==> config.mk <==
export PLATFORM = sky130hd
export DESIGN_NAME = digit_entry_encoder
export DESIGN_NICKNAME = d
export VERILOG_FILES = /design/src/rtl/digit_entry_encoder.sv
export SDC_FILE = /design/constraint.sdc
export NUM_CORES = 1
export LEC_CHECK = 0
export ABC_AREA = 1
export BUFFER_PORTS_ARGS = -buffer_cell sky130_fd_sc_hd__buf_4
export CAP_MARGIN = 10
export CORE_UTILIZATION = 50
export DETAILED_ROUTE_END_ITERATION = 8
export PLACE_DENSITY = 0.84
export SETUP_SLACK_MARGIN = 0.1
export SYNTH_ARGS = -nofsm -noshare
export SYNTH_HDL_FRONTEND = slang
export SYNTH_SLANG_ARGS = --single-unit
==> constraint.sdc <==
create_clock -name clk -period 2.9 [get_ports clk]
set_input_delay 0.58 -clock clk [delete_from_list [all_inputs] [get_ports clk]]
set_output_delay 0.58 -clock clk [all_outputs]
set_load 0.1 [all_outputs]
==> src/rtl/digit_entry_encoder.sv <==
// digit_entry_encoder: buffers up to four BCD keystrokes and converts them to a 14-bit binary value on ENTER.
module digit_entry_encoder #(
    parameter int NDIG = 4,
    parameter logic [3:0] K_BS = 4'd10,
    parameter logic [3:0] K_CLR = 4'd11,
    parameter logic [3:0] K_ENT = 4'd12
) (
    input  logic        clk,
    input  logic        rst,
    input  logic        key_valid,
    input  logic [3:0]  key_code,
    output logic        ready,
    output logic [13:0] X,
    output logic        X_valid,
    output logic [15:0] bcd,
    output logic [2:0]  digit_count,
    output logic        key_dropped
);
    localparam logic [1:0] S_ENTRY = 2'd0, S_CONV = 2'd1, S_DONE = 2'd2;
    logic [1:0]  state;
    logic [1:0]  step;
    logic [13:0] acc;
    logic [3:0]  nib;
    logic [13:0] acc_next;
    always_comb begin
        nib = step == 2'd0 ? bcd[15:12] : step == 2'd1 ? bcd[11:8] : step == 2'd2 ? bcd[7:4] : bcd[3:0];
        acc_next = (acc << 3) + (acc << 1) + {10'd0, nib};
    end
    assign ready = state == S_ENTRY;
    always_ff @(posedge clk) begin
        if (rst) begin
            state <= S_ENTRY;
            step <= 2'd0;
            acc <= 14'd0;
            X <= 14'd0;
            X_valid <= 1'b0;
            bcd <= 16'd0;
            digit_count <= 3'd0;
            key_dropped <= 1'b0;
        end else begin
            X_valid <= 1'b0;
            key_dropped <= 1'b0;
            case (state)
                S_ENTRY: if (key_valid) begin
                    if (key_code < 4'd10) begin
                        if (digit_count < 3'(NDIG)) begin
                            bcd <= {bcd[11:0], key_code};
                            digit_count <= digit_count + 3'd1;
                        end else begin
                            key_dropped <= 1'b1;
                        end
                    end else if (key_code == K_BS) begin
                        if (digit_count != 3'd0) begin
                            bcd <= {4'h0, bcd[15:4]};
                            digit_count <= digit_count - 3'd1;
                        end
                    end else if (key_code == K_CLR) begin
                        bcd <= 16'd0;
                        digit_count <= 3'd0;
                    end else if (key_code == K_ENT) begin
                        state <= S_CONV;
                        step <= 2'd0;
                        acc <= 14'd0;
                    end
                end
                S_CONV: begin
                    key_dropped <= key_valid;
                    acc <= acc_next;
                    step <= step + 2'd1;
                    if (step == 2'd3) begin
                        X <= acc_next;
                        X_valid <= 1'b1;
                        state <= S_DONE;
                    end
                end
                default: begin
                    key_dropped <= key_valid;
                    bcd <= 16'd0;
                    digit_count <= 3'd0;
                    state <= S_ENTRY;
                end
            endcase
        end
    end
endmodule

=== Word-level counts from Yosys, hierarchy flattened ===
Cells that the tools add are included.

* $add $sub $neg: 5
* Order comparisons: 2
* Eq/ne operators: 16
* Muxes and demuxes: 41
* Bitwise gates (word level): 1
* Reduce and logical (&&, ||, !) cells: 9

{| class="wikitable"
|+ Operator list
! operator !! count
|-
| $mux 16 || 6
|-
| $mux 13 || 5
|-
| $pmux 16 s2 || 1
|-
| $pmux 13 s2 || 1
|-
| $mux 2 || 11
|-
| $mux 3 || 6
|-
| $add 14x14->14 || 1
|-
| $add 14x4->14 || 1
|-
| $eq 4x4->1 const B || 3
|-
| $mux 4 || 3
|-
| $reduce_and 6->1 || 2
|-
| $ne 2x2->1 const B || 5
|-
| $pmux 2 s2 || 2
|-
| $pmux 3 s2 || 1
|-
| $mux 1 || 5
|-
| $reduce_and 5->1 || 1
|-
| $eq 2x1->1 const B || 2
|-
| $eq 2x2->1 const B || 2
|-
| $logic_not 2->1 || 2
|-
| $lt 4x4->1 const B || 1
|-
| $ne 4x1->1 const B || 1
|-
| $ne 4x3->1 const B || 1
|-
| $add 3x1->3 const B || 1
|-
| $lt 3x3->1 const B || 1
|-
| other kinds (9) || 9
|}

* Bits in registers: 52
* Input bits: 7
* Output and inout port bits: 36
* Word-level logic and storage cells: 82

=== Longest topological paths before layout ===
Gate-level depths: netlist of the first run.

* Depth in word-level cells: 7
* Depth in mapped cells: 20
* Depth with buffers taken out: 20

=== Least setup slack after synthesis of the first run ===
OpenSTA, ideal clock, no wires.

* Kind: register to register
* Start point: reg bcd[7]
* End point: reg acc[9]
* Setup time: 0.134 ns
* Arrival time: 3.201 ns
* Required time: 2.766 ns
* Setup slack: -0.435 ns
* Stages on the path, launching flop included: 16
* Path buffers: 0
* Period minus slack after synthesis: 3.335 ns
* Cell sequence: dfxtp_1 > inv_1 > nand2_1 > o21ai_0 > o21ai_0 > o21ai_0 > fa_1 > inv_1 > ha_1 > nand3_1 > nand3_1 > nand2_1 > nand2_1 > or2_2 > nand3_1 > a21oi_1

* Word-level cells in the longest chain between the ends: 5

{| class="wikitable"
|+ RTL lines
! item !! line !! text
|-
| from (decl) || 15 || <nowiki>output logic [15:0] bcd,</nowiki>
|-
| from (signal assigned) || 47 || <nowiki>bcd <= {bcd[11:0], key_code};</nowiki>
|-
| from (signal assigned) || 54 || <nowiki>bcd <= {4'h0, bcd[15:4]};</nowiki>
|-
| $mux 4 (3 in series) || 26 || <nowiki>nib = step == 2'd0 ? bcd[15:12] : step == 2'd1 ? bcd[11:8] : step == 2'd2 ? bcd[7:4] : bcd[3:0];</nowiki>
|-
| $add 14x4->14 || 27 || <nowiki>acc_next = (acc << 3) + (acc << 1) + {10'd0, nib};</nowiki>
|-
| $pmux 13 s2 || 43 || <nowiki>case (state)</nowiki>
|-
| to (signal assigned) || 68 || <nowiki>acc <= acc_next;</nowiki>
|-
| to (decl) || 22 || <nowiki>logic [13:0] acc;</nowiki>
|}

Every way passes these cells.
A chain may end at the register's enable or synchronous reset.

=== Worst setup path after layout of the first run ===
* Start point: reg step[0]
* End point: reg X[8]

* Word-level cells in the longest chain between the ends: 5
* Elaborated cells on any way between the ends: 9
* Those cells by class: 1 x add/sub; 3 x eq/ne; 3 x mux; 2 x reduce/logical

{| class="wikitable"
|+ RTL lines
! item !! line !! text
|-
| from (decl) || 21 || <nowiki>logic [1:0] step;</nowiki>
|-
| from (signal assigned) || 69 || <nowiki>step <= step + 2'd1;</nowiki>
|-
| $eq 2x2->1 || 26 ||
|-
| $mux 4 (3 in series) || 26 ||
|-
| $add 14x4->14 || 27 ||
|-
| to (signal assigned) || 71 || <nowiki>X <= acc_next;</nowiki>
|-
| to (decl) || 13 || <nowiki>output logic [13:0] X,</nowiki>
|}

Several ways; a longest one is shown, not always the timed one.

==> qor.csv, run 1 <==
metric,value,unit
status,"finished, final reports clean",
CTS buffer count,5,
Ys Warns,0,
# Max-Cap Violations,0,
startpoint types,flop,
Worst EP arrival,2980,ps
Slew Limit Fails,0,
minimum clock period after layout,2756,ps
buffers and inverters on the worst path,5,
max frequency,0.3629,GHz
Via density,5.367,
WL/cell,14.00,um
Util after Layout,62.92,%
Crit Path Class,flop to flop,
vias,3231,
Root Driver,clkbuf_8,
Critical-path top delay cell,dfxtp_2,
post-route DRC violation count,0,
first-pass GRT wire length,13140,um
PwrDens,480.3,mW/mm^2
largest net degree at the start of global routing,38,
Clock Latency Late Sink,320,ps
initial antenna violation count,0,
Setup Skew,8.364,ps
layout cells sized above 1,23.05,%
vias in the first global route,2849,
Syn Inst Count,478,
slew margin rel.,47.96,%
CTS tree,done,
Clock transition at path regs,90,ps
fin nets,562,
Initial Utilization,51.68,%
Syn Std Cell Area,0.003282,mm^2
Static Leak,2.026,nW
Die Span Y,83.02,um
CP top delay family,adder cells,
post-synth net total,516,
maximum fanout along the worst path,6,
final hold violation count,0,
CORE AREA,0.006350,mm^2
count of final setup violators,0,
P&R area growth vs syn,21.73,%
worst stage delay on the critical path,390,ps
Tightest Pin Transition,780.1,ps
Mean Syn Cell Area,6.866,um^2
register area share after synthesis,31.72,%
CP endpoint kind,flop,
Total GRT Usage,23.36,%
full die area,0.006891,mm^2
library cells used by synthesis,36,
RSZ-0062 raised after global routing,true,
Starting DRT DRC Count,239,
CTS Hold Bufs,0,
VDD IR-drop max,0.3793,mV
H-Tree Level Count,2,
FP Rows,29,
# IOs,43,
cells along the critical path,"inv_4, ha_4, buf_4, nand2_1, o21ai_1, o21ai_1, o21ai_1, ha_1, ha_4, inv_1, fa_2, inv_2, nand3_2, nand3_4, nand2_2, nand2_1, nand2_1, nand3_1, nand2_1, nand2_1, inv_1",
antenna-violating nets left,0,
Crit path top cell by count,nand2_1,
Detailed Route WL,8430,um
Max Root-Sink Buffers,2,
Placer Congestion,0.8708,
CTS sink cnt,52,
post-DP HPWL,5723,um
chip width,83.02,um
Worst EP required,3120,ps
I/O Buffers,42,
number of synthesized register bits,52,
antenna fix cells,0,
DRT Pass-1 Iters,5,
design area,0.003995,mm^2
total congestion overflow,0,
area of placed instances,0.003652,mm^2
Hold Crit Class,flop to flop,
period utilisation layout,95.02,%
[tightest hold or removal path, delay by kind of cell, from the launching register on]
kind / cells / cell delay, ps
DFF: 1 / 340
and+or+nand+nor: 1 / 70
AOI/OAI and AO/OA: 1 / 50
[cells in the final DEF (no fill, tap or decap), types with 12 or more instances in the layout]
| cell type | netlist | final |
|---|---|---|
| dfxtp_1 | 52 | 42 |
| nor2_1 | 44 | 44 |
| inv_1 | 67 | 64 |
| nand3_1 | 26 | 18 |
| nand2_1 | 131 | 122 |
| o22ai_1 | 12 | 12 |
| a21oi_1 | 30 | 29 |
| buf_4 | 3 | 51 |
| ha_1 | 29 | 23 |
| o21ai_0 | 25 | 18 |
[synth_stat cells (all sizes together)]
library cell	n	area [um^2]
buf	10	73.82
o21bai	6	48.80
or2	4	25.02
o22ai	12	75.07
inv	70	265.3
fa	2	40.04
a21oi	32	175.2
dfxtp	52	1041
o21a	3	22.52
nand3b	1	7.510
clkbuf	4	15.01
xnor2	2	17.52
nor3	3	20.02
ha	29	362.9
nand3	28	157.7
nand4	4	25.02
a21o	1	7.510
nand2	133	504.2
xor2	4	35.03
nor2	50	222.7
o21ai	28	140.1
[final cells by class]
cell class | count | area (um^2)
Timing Repair Buffer | 53 | 414.1
Fill cell | 538 | 2355
Clock inverter | 1 | 7.507
Multi-Input combinational cell | 342 | 2064
Sequential cell | 52 | 1059
Clock buffer | 7 | 86.33
Tap cell | 77 | 96.34
Inverter | 70 | 267.8
[timing repair]
item / in CTS / in global routing
gates resized for setup: 11 / 39
setup endpoints to repair: 15 / 18
setup buffers: 1 / 6
pin swaps: 3 / 20
[final timing paths]
kind | start | to | slack, ps | depth (start not counted)
max reg2reg | step[0] | X[8] | 140 | 21
min reg2reg | acc[11] | acc[11] | 490 | 2
max | step[0] | X[8] | 140 | 21
min | acc[11] | acc[11] | 490 | 2
[state kept, by name, summed over array words and instances, names as in the netlist]
name and flops:
X 14, X_valid 1, acc 13, bcd 16
digit_count 3, key_dropped 1, state 2, step 2
[where the power goes]
| part | total, W | internal (W) | switching, W |
|---|---|---|---|
| Clock | 0.000448 | 0.000195 | 0.000253 |
| Sequential | 0.000794 | 0.000760 | 0.0000342 |
| Combinational | 0.000677 | 0.000170 | 0.000507 |
| Total | 0.00192 | 0.00112 | 0.000794 |
[logic make-up (layout without fill, tap and decap cells)]
group	count (synthesis)	in the layout	share of synthesized area (%)
simple gates	223	223	29.32
buf+inv	84	131	10.79
compound gates	82	82	14.30
flops	52	52	31.72
fa+ha+maj	31	31	12.28
xor+xnor	6	6	1.601
[per-layer routing]
layer  part of all wire, %  vias up  global-route usage (%)
met5                     0        -                       0
met4                   2.3        0                   8.934
met3                   4.9       19                   3.181
met2                    49       99                   38.38
met1                    44     1499                   31.08
li1                      -     1614                       -
[metrics by stage]
step	TNS (ps)	setup WS, ps	hold WS [ps]	instances	total power [W]
after floorplan	0	84.15	454.2	478	0.001324
after global placement	0	82.11	467.3	587	0.001432
after detailed placement	-465.3	-153.6	462.7	587	0.001444
after CTS	0	108.7	485.4	596	0.001896
after global routing	-16.87	-10.31	493.7	602	0.001995
final	0	144.3	487.9	602	0.001919
No activity file was read; power rests on OpenSTA's default activity.
==> inputs of run 2 (changes only) <==
--- a/config.mk
+++ b/config.mk
@@ -8,9 +8,11 @@
 export ABC_AREA = 1
 export BUFFER_PORTS_ARGS = -buffer_cell sky130_fd_sc_hd__buf_4
 export CAP_MARGIN = 10
-export CORE_UTILIZATION = 50
+export CELL_PAD_IN_SITES_DETAIL_PLACEMENT = 1
+export CELL_PAD_IN_SITES_GLOBAL_PLACEMENT = 2
+export CORE_UTILIZATION = 32
 export DETAILED_ROUTE_END_ITERATION = 8
-export PLACE_DENSITY = 0.84
+export PLACE_DENSITY = 0.9
 export SETUP_SLACK_MARGIN = 0.1
 export SYNTH_ARGS = -nofsm -noshare
 export SYNTH_HDL_FRONTEND = slang
==> constraint.sdc (replaced) <==
create_clock -name clk -period 2.8 [get_ports clk]
set_input_delay 0.56 -clock clk [delete_from_list [all_inputs] [get_ports clk]]
set_output_delay 0.56 -clock clk [all_outputs]
set_load 0.1 [all_outputs]
==> run 2 against run 1 <==
  * Clock power is essentially flat
  * Combinational power is 6.2% higher
  * Critical path depth down 1
  * Critical endpoint unchanged
  * Core utilization down 20 points
  * Critical path type unchanged
  * Final cell count up 10%
  * Flip-flop and latch count is the same
  * Highest routed layer unchanged
  * Worst setup slack got worse by 88 ps
  * Largest cell class unchanged
  * Global-route usage shrank 3.6 points
==> qor.csv, run 2 (synthesized netlist as in run 1, its figures left out) <==
metric,value,unit,change
status,"finished, final reports clean",,
P&R area growth vs syn,28.29,%,
chip width,103.3,um,+24%
Die Span Y,103.3,um,+24%
PwrDens,473.3,mW/mm^2,-1.5%
r2r setup slk,60,ps,-90 ps
number of flip-flops in the largest register,16,,unchanged
VDD IR-drop max,0.3738,mV,-1.4%
Clock Latency Late Sink,310,ps,about the same
total congestion overflow,0,,unchanged
maximum fanout along the worst path,5,,-1
CP endpoint kind,flop,,
Crit path top cell by count,nand2_2,,
Largest regs,"bcd (16), X (14), acc (13)",,
layout cells sized above 1,30.13,%,+7.1 points
Initial Utilization,33.27,%,-18 points
WL/cell,15.29,um,+9.2%
Starting DRT DRC Count,66,,-72%
vias in the first global route,3333,,+17%
vias,3259,,+0.87%
# IOs,43,,unchanged
period utilisation layout,97.97,%,+2.9 points
Via density,4.908,,-8.6%
"commonest non-fill, non-tap cell in the layout",nand2_1,,
minimum clock period after layout,2743,ps,-12.44 ps
Placed Cells,651,,+11%
setup TNS,0,ps,unchanged
worst stage delay on the critical path,370,ps,-20 ps
antenna fix cells,0,,unchanged
post-route DRC violation count,0,,unchanged
Worst EP required,3010,ps,-110 ps
max frequency,0.3645,GHz,+0.45%
# Max-Cap Violations,0,,unchanged
Largest Register,bcd,,
fin nets,568,,+1.1%
Critical-path top delay cell,fa_2,,
Placer Congestion,0.9277,,+6.5%
antenna-violating nets left,0,,unchanged
Root Driver,clkbuf_8,,
largest net degree at the start of global routing,38,,unchanged
CTS sink cnt,52,,unchanged
Slew Limit Fails,0,,unchanged
final hold violation count,0,,unchanged
Layout Cells excl Fill,664,,+10%
post-DP HPWL,7546,um,+32%
startpoint types,flop,,
"commonest non-fill, non-tap cells in the layout","nand2_1, inv_1, buf_4",,
CORE AREA,0.009864,mm^2,+55%
Hold Crit Class,flop to flop,,
Crit Path Class,flop to flop,,
RSZ-0062 raised after global routing,true,,
full die area,0.01066,mm^2,+55%
Detailed Route WL,10150,um,+20%
Max Root-Sink Buffers,2,,unchanged
initial antenna violation count,0,,unchanged
Clock transition at path regs,100,ps,about the same
Layout fillers,1223,,+130%
first-pass GRT wire length,16410,um,+25%
count of final setup violators,0,,unchanged
H-Tree Level Count,2,,unchanged
Tightest Pin Transition,775.0,ps,-5.091 ps
CTS buffer count,5,,unchanged
Setup Skew,6.873,ps,-1.490 ps
I/O Buffers,42,,unchanged
CTS Hold Bufs,0,,unchanged
DRT Pass-1 Iters,4,,-1
FP Rows,36,,+24%
Total GRT Usage,19.76,%,-3.6 points
slew margin rel.,48.30,%,+0.34 points
cells along the critical path,"buf_6, ha_4, nand2_2, o21ai_2, o21ai_1, o21ai_1, ha_1, ha_2, inv_2, fa_2, inv_2, nand3_2, nand3_4, nand2_4, nand2_2, nand2_2, nand3_2, nand2_1, nand2_1, inv_1",,
CTS tree,done,,
Worst EP arrival,2950,ps,-30 ps
Static Leak,2.114,nW,+4.4%
run 2: per-layer routing:
metal	share of wire (%)	vias up	wire [um]	GRT usage [%]
met1	48	1592	4872	26.50
met2	49	37	5025	34.46
li1	-	1626	-	-
met4	0.42	0	43	2.925
met5	0	-	0	0
met3	2.1	4	212	2.688
run 2: worst paths after layout:
check | start | to | cells after the start
worst min-delay path | X[2] | X[2] | 2
worst max-delay path | step[1] | X[8] | 20
worst max register to register | step[1] | X[8] | 20
worst min register to register | X[2] | X[2] | 2
run 2: power by group:
| group | internal, W | switching (W) | total (W) |
|---|---|---|---|
| Sequential | 0.000788 | 0.0000378 | 0.000826 |
| Clock | 0.000175 | 0.000273 | 0.000447 |
| Combinational | 0.000183 | 0.000537 | 0.000719 |
| Total | 0.00115 | 0.000847 | 0.00199 |
run 2: what timing repair did:
item | CTS | global route
gates resized for setup | 26 | 56
pin swaps | 17 | 34
setup endpoints to repair | 18 | 19
buffers inserted | 3 | 2
cloned | 0 | 0
run 2: cell type report:
type                    count  area [um^2]  share of cell area (%)
multi-input cells         342         2176                   51.68
flip-flops and latches     52         1066                   25.32
repair buffers             59        450.4                   10.70
inverters                  70        267.8                   6.360
well taps                 133        166.4                   3.952
clock buffers               6        72.57                   1.724
clock inverters             2        11.26                  0.2675
run 2: through the flow:
stage / worst slack, ps / hold slack [ps] / total power [W] / util [%] / cell area, um^2
after global placement: 16.05 / 464.0 / 0.001510 / 38.55 / 3802
after detailed placement: -98.11 / 470.6 / 0.001524 / 38.55 / 3802
after CTS: 99.51 / 486.1 / 0.001981 / 40.18 / 3964
after floorplan: 94.34 / 454.2 / 0.001375 / - / 3319
after global routing: -44.29 / 502.8 / 0.002090 / 42.68 / 4210
final: 56.73 / 487.3 / 0.001993 / 42.68 / 4210
run 2: critical path: cells and delay by family (launching register included):
family / cells / cell delay, ps
adder cells (fa/ha/maj): 4 / 1040
buffers and inverters: 4 / 290
flip-flops: 1 / 350
AND/OR/NAND/NOR: 9 / 640
AO/OA/AOI/OAI: 3 / 330
